===== src/rtl/mem_map_pkg.sv =====
// Memory map shared by the bus arbiter and its region decoder:
// region bases, one-hot slave selects, FSM states and default wait states.
package mem_map_pkg;

  localparam logic [15:0] REGION_FLASH  = 16'h0000;
  localparam logic [15:0] REGION_BRAM   = 16'h0001;
  localparam logic [15:0] REGION_SRAM   = 16'h0002;
  localparam logic [15:0] REGION_PERIPH = 16'h0003;

  localparam logic [3:0] MEM_SEL_NONE   = 4'b0000;
  localparam logic [3:0] MEM_SEL_FLASH  = 4'b0001;
  localparam logic [3:0] MEM_SEL_BRAM   = 4'b0010;
  localparam logic [3:0] MEM_SEL_SRAM   = 4'b0100;
  localparam logic [3:0] MEM_SEL_PERIPH = 4'b1000;

  typedef enum logic [1:0] {
    IDLE   = 2'd0,
    ACCESS = 2'd1,
    ERROR  = 2'd2
  } state_e;

  localparam int WS_FLASH_DEF  = 3;
  localparam int WS_BRAM_DEF   = 0;
  localparam int WS_SRAM_DEF   = 1;
  localparam int WS_PERIPH_DEF = 2;

endpackage


===== src/rtl/mem_region_decode.sv =====
// Maps the upper address half-word onto a one-hot slave select;
// anything above the peripheral region is flagged invalid.
module mem_region_decode
  import mem_map_pkg::*;
(
  input  logic [15:0] addr_hi_i,
  output logic [3:0]  sel_o,
  output logic        invalid_o
);

  always_comb begin
    sel_o     = MEM_SEL_NONE;
    invalid_o = 1'b0;
    case (addr_hi_i)
      REGION_FLASH:  sel_o = MEM_SEL_FLASH;
      REGION_BRAM:   sel_o = MEM_SEL_BRAM;
      REGION_SRAM:   sel_o = MEM_SEL_SRAM;
      REGION_PERIPH: sel_o = MEM_SEL_PERIPH;
      default:       invalid_o = 1'b1;
    endcase
  end

endmodule


===== src/rtl/mem_bus_arbiter.sv =====
// Two-master round-robin arbiter for the shared memory bus: grants in IDLE,
// latches the request, counts region wait states and returns done/err/rdata.
module mem_bus_arbiter
  import mem_map_pkg::*;
#(
  parameter int WS_FLASH  = WS_FLASH_DEF,
  parameter int WS_BRAM   = WS_BRAM_DEF,
  parameter int WS_SRAM   = WS_SRAM_DEF,
  parameter int WS_PERIPH = WS_PERIPH_DEF,
  parameter int CNT_W     = 4
) (
  input  logic        clk,
  input  logic        rst,
  input  logic        m0_req,
  input  logic [31:0] m0_addr,
  input  logic        m0_we,
  input  logic [31:0] m0_wdata,
  output logic [31:0] m0_rdata,
  output logic        m0_done,
  output logic        m0_err,
  input  logic        m1_req,
  input  logic [31:0] m1_addr,
  input  logic        m1_we,
  input  logic [31:0] m1_wdata,
  output logic [31:0] m1_rdata,
  output logic        m1_done,
  output logic        m1_err,
  output logic        mem_en,
  output logic [3:0]  mem_sel,
  output logic [31:0] mem_addr,
  output logic        mem_we,
  output logic [31:0] mem_wdata,
  input  logic [31:0] mem_rdata
);

  state_e            state_q, state_d;
  logic              owner_q, owner_d;
  logic              last_grant_q, last_grant_d;
  logic [31:0]       addr_q, addr_d;
  logic              we_q, we_d;
  logic [31:0]       wdata_q, wdata_d;
  logic [3:0]        sel_q, sel_d;
  logic [CNT_W-1:0]  cnt_q, cnt_d;

  logic              gnt;
  logic [31:0]       gnt_addr;
  logic [3:0]        dec_sel;
  logic              dec_invalid;
  logic              fin_done;
  logic              fin_err;
  logic [31:0]       fin_rdata;

  function automatic logic [CNT_W-1:0] wait_states(input logic [3:0] sel);
    case (sel)
      MEM_SEL_FLASH:  return CNT_W'(WS_FLASH);
      MEM_SEL_BRAM:   return CNT_W'(WS_BRAM);
      MEM_SEL_SRAM:   return CNT_W'(WS_SRAM);
      MEM_SEL_PERIPH: return CNT_W'(WS_PERIPH);
      default:        return '0;
    endcase
  endfunction

  // On contention the master that did not win last time is granted.
  always_comb begin
    if (m0_req && m1_req) gnt = ~last_grant_q;
    else                  gnt = m1_req;
    gnt_addr = gnt ? m1_addr : m0_addr;
  end

  mem_region_decode u_decode (
    .addr_hi_i (gnt_addr[31:16]),
    .sel_o     (dec_sel),
    .invalid_o (dec_invalid)
  );

  always_ff @(posedge clk) begin
    if (rst) begin
      state_q      <= IDLE;
      owner_q      <= 1'b0;
      last_grant_q <= 1'b1;
      addr_q       <= '0;
      we_q         <= 1'b0;
      wdata_q      <= '0;
      sel_q        <= MEM_SEL_NONE;
      cnt_q        <= '0;
    end else begin
      state_q      <= state_d;
      owner_q      <= owner_d;
      last_grant_q <= last_grant_d;
      addr_q       <= addr_d;
      we_q         <= we_d;
      wdata_q      <= wdata_d;
      sel_q        <= sel_d;
      cnt_q        <= cnt_d;
    end
  end

  always_comb begin
    state_d      = state_q;
    owner_d      = owner_q;
    last_grant_d = last_grant_q;
    addr_d       = addr_q;
    we_d         = we_q;
    wdata_d      = wdata_q;
    sel_d        = sel_q;
    cnt_d        = cnt_q;
    case (state_q)
      IDLE: begin
        if (m0_req || m1_req) begin
          owner_d      = gnt;
          last_grant_d = gnt;
          addr_d       = gnt_addr;
          we_d         = gnt ? m1_we : m0_we;
          wdata_d      = gnt ? m1_wdata : m0_wdata;
          if (dec_invalid) begin
            sel_d   = MEM_SEL_NONE;
            state_d = ERROR;
          end else begin
            sel_d   = dec_sel;
            cnt_d   = wait_states(dec_sel);
            state_d = ACCESS;
          end
        end
      end
      ACCESS: begin
        if (cnt_q == '0) state_d = IDLE;
        else             cnt_d   = cnt_q - 1'b1;
      end
      ERROR:   state_d = IDLE;
      default: state_d = IDLE;
    endcase
  end

  // Bus outputs come only from the latches and are zeroed outside ACCESS.
  always_comb begin
    mem_en    = 1'b0;
    mem_sel   = MEM_SEL_NONE;
    mem_addr  = '0;
    mem_we    = 1'b0;
    mem_wdata = '0;
    fin_done  = 1'b0;
    fin_err   = 1'b0;
    fin_rdata = '0;
    case (state_q)
      ACCESS: begin
        mem_en    = 1'b1;
        mem_sel   = sel_q;
        mem_addr  = addr_q;
        mem_we    = we_q;
        mem_wdata = wdata_q;
        if (cnt_q == '0) begin
          fin_done  = 1'b1;
          fin_rdata = we_q ? 32'h0 : mem_rdata;
        end
      end
      ERROR: begin
        fin_done = 1'b1;
        fin_err  = 1'b1;
      end
      default: ;
    endcase
    m0_done  = fin_done && !owner_q;
    m0_err   = fin_err  && !owner_q;
    m0_rdata = owner_q ? 32'h0 : fin_rdata;
    m1_done  = fin_done && owner_q;
    m1_err   = fin_err  && owner_q;
    m1_rdata = owner_q ? fin_rdata : 32'h0;
  end

endmodule


===== config.mk =====
export PLATFORM = sky130hd
export DESIGN_NAME = mem_bus_arbiter
export DESIGN_NICKNAME = d
export VERILOG_FILES = /design/src/rtl/mem_map_pkg.sv /design/src/rtl/mem_region_decode.sv /design/src/rtl/mem_bus_arbiter.sv
export SDC_FILE = /design/constraint.sdc
export NUM_CORES = 1
export LEC_CHECK = 0
export ABC_AREA = 1
export CORE_ASPECT_RATIO = 0.5
export CORE_UTILIZATION = 37
export CTS_CLUSTER_DIAMETER = 30
export CTS_CLUSTER_SIZE = 30
export DETAILED_ROUTE_END_ITERATION = 10
export GPL_TIMING_DRIVEN = 0
export PLACE_DENSITY = 0.8
export SLEW_MARGIN = 0
export SYNTH_ARGS = -nofsm -noshare
export SYNTH_HDL_FRONTEND = slang
export SYNTH_SLANG_ARGS = --single-unit

===== constraint.sdc =====
create_clock -name clk -period 2.25 [get_ports clk]
set_input_delay 0.3375 -clock clk [delete_from_list [all_inputs] [get_ports clk]]
set_output_delay 0.3375 -clock clk [all_outputs]
set_load 0.02 [all_outputs]

# Yosys cells after proc, flatten, opt, wreduce, memory -nomap -nowiden

Index checks and enable logic that the tools add are counted.

Register bits after elaboration: 77
Latch bits: 0
RAM bits: 0
Memory bits (read-only): 0
Input bits: 166
Output and inout bits: 138
Logic and storage cells: 65
Memories: 0

Add/sub/neg operators: 1
Multipliers: 0
Div/mod/pow operators: 0
Order comparisons: 0
Eq/ne operators: 12
Shift operators: 0
Mux-type cells: 28
Bitwise gates (word level): 1
Reductions and logical operators: 15

Operator list:

| operator                                         | number |
|---|---|
| two-way mux 32 bit                               | 9 |
| == test 16 x 2 -> 1 bit, second input constant   | 2 |
| two-way mux 4 bit                                | 5 |
| == test 16 x 1 -> 1 bit, second input constant   | 1 |
| logical NOT 16 bit                               | 1 |
| one-hot mux 4 bit (4 select lines)               | 1 |
| inequality test 2 bit, second input constant     | 4 |
| one-hot mux 4 bit (2 select lines)               | 1 |
| two-way mux 1 bit                                | 6 |
| two-way mux 2 bit                                | 3 |
| one-hot mux 2 bit (3 select lines)               | 1 |
| logical AND 1 bit                                | 5 |
| == test 4 x 1 -> 1 bit, second input constant    | 1 |
| == test 4 x 3 -> 1 bit, second input constant    | 1 |
| == test 4 bit, second input constant             | 1 |
| logical NOT 4 bit                                | 1 |
| one-hot mux 2 bit (2 select lines)               | 1 |
| AND reduction 2 bit                              | 2 |
| AND reduction 4 bit                              | 1 |
| OR reduction 4 bit                               | 1 |
| subtractor 4 x 1 -> 4 bit, second input constant | 1 |
| == test 2 x 1 -> 1 bit, second input constant    | 1 |
| == test 2 bit, second input constant             | 1 |
| logical NOT 2 bit                                | 1 |
| 5 further kinds                                  | 5 |

# Longest topological paths before layout

Depth in word-level cells: 10
Depth in mapped cells: 15
Gate-level depth less buffers: 14

# By module

From an unflattened synthesis, not the netlist that was laid out.

Cell total of the unflattened synthesis: 782
Area total of the unflattened synthesis: 5087.4 µm²

Modules (own cells, without submodules):

| module            | times used | cells an instance | area an instance (µm²) | seq. area each (µm²) |
|---|---|---|---|---|
| mem_bus_arbiter   | 1          | 745               | 4936.0                 | 1541.5 |
| mem_region_decode | 1          | 37                | 151.4                  | 0.0 |

# Worst setup path before layout

No wires, ideal clock.

Kind: flip-flop to output port
From: reg state_q[1]
To: out m0_rdata[10]
Arrival: 2.072 ns
Required time: 1.913 ns
Slack: -0.159 ns
Stages on the path, launching flop included: 9
Cells stage by stage: dfxtp_1 > inv_1 > ha_1 > clkbuf_1 > inv_1 > nor2_1 > nand2_1 > clkbuf_1 > nor3_1

Word-level cells in the longest chain between the ends: 3

RTL lines:

| item                     | line                   | source |
|---|---|---|
| start: declaration       | mem_bus_arbiter.sv:36  | `state_e state_q, state_d;` |
| start signal: assignment | mem_bus_arbiter.sv:87  | `state_q <= state_d;` |
| == test 2 x 1 -> 1 bit   | mem_bus_arbiter.sv:144 | `case (state_q)` |
| two-way mux 32 bit       | mem_bus_arbiter.sv:144 |  |
| two-way mux 32 bit       | mem_bus_arbiter.sv:164 | `m0_rdata = owner_q ? 32'h0 : fin_rdata;` |
| end: declaration         | mem_bus_arbiter.sv:18  | `output logic [31:0] m0_rdata,` |

No other way between the ends.

# Worst setup path in the final report

From: reg cnt_q[1]
To: out m0_rdata[25]

Word-level cells in the longest chain between the ends: 4

RTL lines:

| item                     | line                   | source |
|---|---|---|
| start: declaration       | mem_bus_arbiter.sv:43  | `logic [CNT_W-1:0] cnt_q, cnt_d;` |
| start signal: assignment | mem_bus_arbiter.sv:94  | `cnt_q <= cnt_d;` |
| logical NOT 4 bit        | mem_bus_arbiter.sv:151 | `if (cnt_q == '0) begin` |
| two-way mux 32 bit       | mem_bus_arbiter.sv:151 |  |
| two-way mux 32 bit       | mem_bus_arbiter.sv:144 |  |
| two-way mux 32 bit       | mem_bus_arbiter.sv:164 |  |

No other way between the ends.

==> metrics <==
outcome finished with violations; violations in the final reports negative setup slack; largest net degree at the start of global routing 15; GPL Wtd Cong 0.881; overall power consumption 0.00407 W; TNS Setup -7.75 ns; worst-skew pair later-pin latency 0.34 ns; terminus of the critical flop-to-flop path cnt_q[0]; cell accounting for the most synthesized area sky130_fd_sc_hd__dfxtp_1; Global Route Usage Sum 27.8%; power density relative to cell area 459 nW/µm²; total clock buffers created by CTS 9; hold violation count in the final report 0; diodes inserted 0; Setup-failing EPs final 69; cells after synthesis 764; element type at the critical path start register; Via Count between 6000 and 7000; Core Footprint between 10000 and 15000 µm²; reg-to-reg critical path startpoint state_q[1]; highest cell delay on the worst timing path between 0.3 and 0.4 ns; Peak Freq 404 MHz; CTS tree yes; antenna violations before repair 0; cell area after technology mapping 4660 µm²; CP Cell Sequence inv_1 > ha_1 > nand2_2 > nor2_4 > nand2_4 > buf_8 > nor3_4 > buf_6; startpoint of the most critical hold path m1_req; critical path class reg -> out; Worst Skew between 0.003 and 0.004 ns; EDFF count, synth 0; average cell area after synthesis just over 6 µm²; first-pass iteration count of the detailed router 6; type of the most critical hold path in -> reg; final slew viol count 0; global route overflow 0; count of max-cap constraint violations 0; Antenna Nets Post-Route 0; remaining design rule violation count 0; final design area excluding fillers roughly 8900 µm²; H-Tree Level Count 3; post-synthesis cell type count 25; post-synthesis register bit count 77; Hold-fix buffers, CTS 0; worst-case hold path end point addr_q[25]; Async S/R FF share, synth 0%; clock tree sinks 77; Die Area ~13000 µm²; fin worst setup slack -0.223 ns; library cell used as clock root buffer sky130_fd_sc_hd__clkbuf_16; core utilization of the finished layout 73.6%; global-route wire length before repair 29100 µm; clk buf depth 2; per-cell routed wire length 17.0 µm; number of cells on the critical path 8; number of buffers and inverters on the critical path 3; main flop type after synthesis sky130_fd_sc_hd__dfxtp_1; Crit path arrival time 2.14 ns; Syn-to-layout area delta 90.5%; Commonest cells post-synth sky130_fd_sc_hd__nand2_1, sky130_fd_sc_hd__inv_1, sky130_fd_sc_hd__dfxtp_1; initial cell density of the core 38.7%; Placement Rows 28; portion of the post-synthesis area used by sequential elements 33.1%; final worst hold slack a little under 0.4 ns; die outline width roughly 160 µm; number of primary I/O pins 304; overall die height around 80 µm; leakage dissipation 4.63 nW; Post-layout nets 1264; iteration-0 DRC count of the detailed router 547; Cell Area, Placed 7890 µm²; routed via count divided by cell count 5.27; count of cells along the worst hold path 3; Clock Pin Slew Worst Setup and Hold Paths about 0.060 ns; fraction of layout cells with a size suffix above 1 20.4%; Req. time, crit path 1.91 ns; Slew Limit Headroom a little over a quarter; Crit-path slowest cell sky130_fd_sc_hd__dfxtp_1; net count after synthesis between 900 and 1000; endpoint type of the worst setup path output pin; top cells by area, synth sky130_fd_sc_hd__dfxtp_1, sky130_fd_sc_hd__nand2_1, sky130_fd_sc_hd__inv_1; vias in the first global route 6024; crit share post-route 110%; RSZ-0062 raised after global routing yes; half-perimeter wire length after detailed placement approximately 14000 µm; Worst Max-Slew Pin Slew 1.11 ns; critical path peak fanout 5; area share of the largest cell type after synthesis between 30% and 40%; number of cells on the worst reg-to-reg path 12; most frequent cell after synthesis sky130_fd_sc_hd__nand2_1; count of port buffers added during placement slightly above 300; Largest delay share family, worst path simple AND/OR/NAND/NOR gates; minimum clock period after layout ~2.5 ns; setup slack, reg-to-reg -0.14 ns; Worst VDD drop a little under 0.4 mV; yosys warns 0; Detailed Route WL 21500 µm
[repair_timing]
action | 4_1_cts | 5_1_grt
pin swaps | 3 | 3
buffers inserted | 8 | 3
cloned | 3 | 4
gates resized for setup | 482 | 198
setup endpoints to repair | 137 | 122
[cell type report]
type                       count  area, µm²
buffer                        56        369
clock buffer                   9        225
clock inverter                 7       73.8
fill                         923       3180
inverter                     121        458
multi-input combinational    510       2960
sequential                    77       1550
tap                          165        206
timing repair buffer         318       3040
[cell families (layout without fill, tap and decap cells)]
kind of cell	Yosys count	count (layout)	synth area share (%)
flip-flops	77	77	33.1
AND/OR/NAND/NOR	354	356	32.4
adder cells (fa/ha/maj)	5	5	1.34
buffers and inverters	179	511	15.3
AO/OA/AOI/OAI	148	148	17.6
XOR/XNOR	1	1	0.188
[sequential cells by signal, summed over array words and instances (netlist names)]
name / flops
state_q: 2
owner_q: 1
last_grant_q: 1
cnt_q: 4
addr_q: 32
sel_q: 4
we_q: 1
wdata_q: 32
[worst register-to-register path: stages, from the launching register on]
cell	delay (ns)
sky130_fd_sc_hd__dfxtp_2	0.35
sky130_fd_sc_hd__inv_2	0.06
sky130_fd_sc_hd__buf_4	0.13
sky130_fd_sc_hd__buf_4	0.12
sky130_fd_sc_hd__buf_4	0.12
sky130_fd_sc_hd__buf_4	0.12
sky130_fd_sc_hd__ha_2	0.21
sky130_fd_sc_hd__inv_1	0.17
sky130_fd_sc_hd__nor3_1	0.10
sky130_fd_sc_hd__a211oi_1	0.50
sky130_fd_sc_hd__nand2_4	0.14
sky130_fd_sc_hd__nor2_1	0.18
sky130_fd_sc_hd__nor2_1	0.08
[metrics by stage]
stage | worst slack, ns | std cells
floorplan | -0.159 | 764
global placement | -0.929 | 1231
detailed placement | -1.02 | 1231
CTS | -0.110 | 1257
global route | -0.287 | 1263
finish | -0.223 | 1263
[layer usage]
layer / vias up / GRT usage [%] / share of wire [%]
li1: 3106 / - / -
met1: 3084 / 33.0 / 38
met2: 365 / 50.7 / 51
met3: 98 / 5.11 / 7.2
met4: 0 / 10.9 / 4.1
met5: - / 0 / 0
[report_power, final]
group | switching (W) | internal (W) | total, W
Combinational | 0.000540 | 0.000460 | 0.00100
Sequential | 0.0000782 | 0.00151 | 0.00158
Clock | 0.000622 | 0.000865 | 0.00149
[how the worst max path moves through the flow]
stage	startpoint	to	slack, ns
floorplan	state_q[1]	m0_rdata[10]	-0.16
CTS	state_q[1]	m1_rdata[15]	-0.11
global route	cnt_q[1]	m0_rdata[25]	-0.29
detailed placement	state_q[1]	m0_rdata[22]	-1.02
global placement	state_q[1]	m0_rdata[22]	-0.93
finish	cnt_q[1]	m0_rdata[25]	-0.22
[layout by cell type (no fill, tap or decap), drive strengths merged, types with 2 or more instances in the layout]
master         synthesis  routed
clkinvlp               0       2
buf                   21     103
nand2                238     240
o21ai                 70      70
a31oi                 63      63
ha                     5       5
clkbuf                37      54
dlygate4sd2            0      59
nand3                 20      20
dfxtp                 77      77
or2                    2       2
clkinv                 0       3
a21oi                 14      14
clkdlybuf4s50          0     167
nor3                  66      66
inv                  121     122
nor2                  26      26
Power figures use the tool's default switching activity.
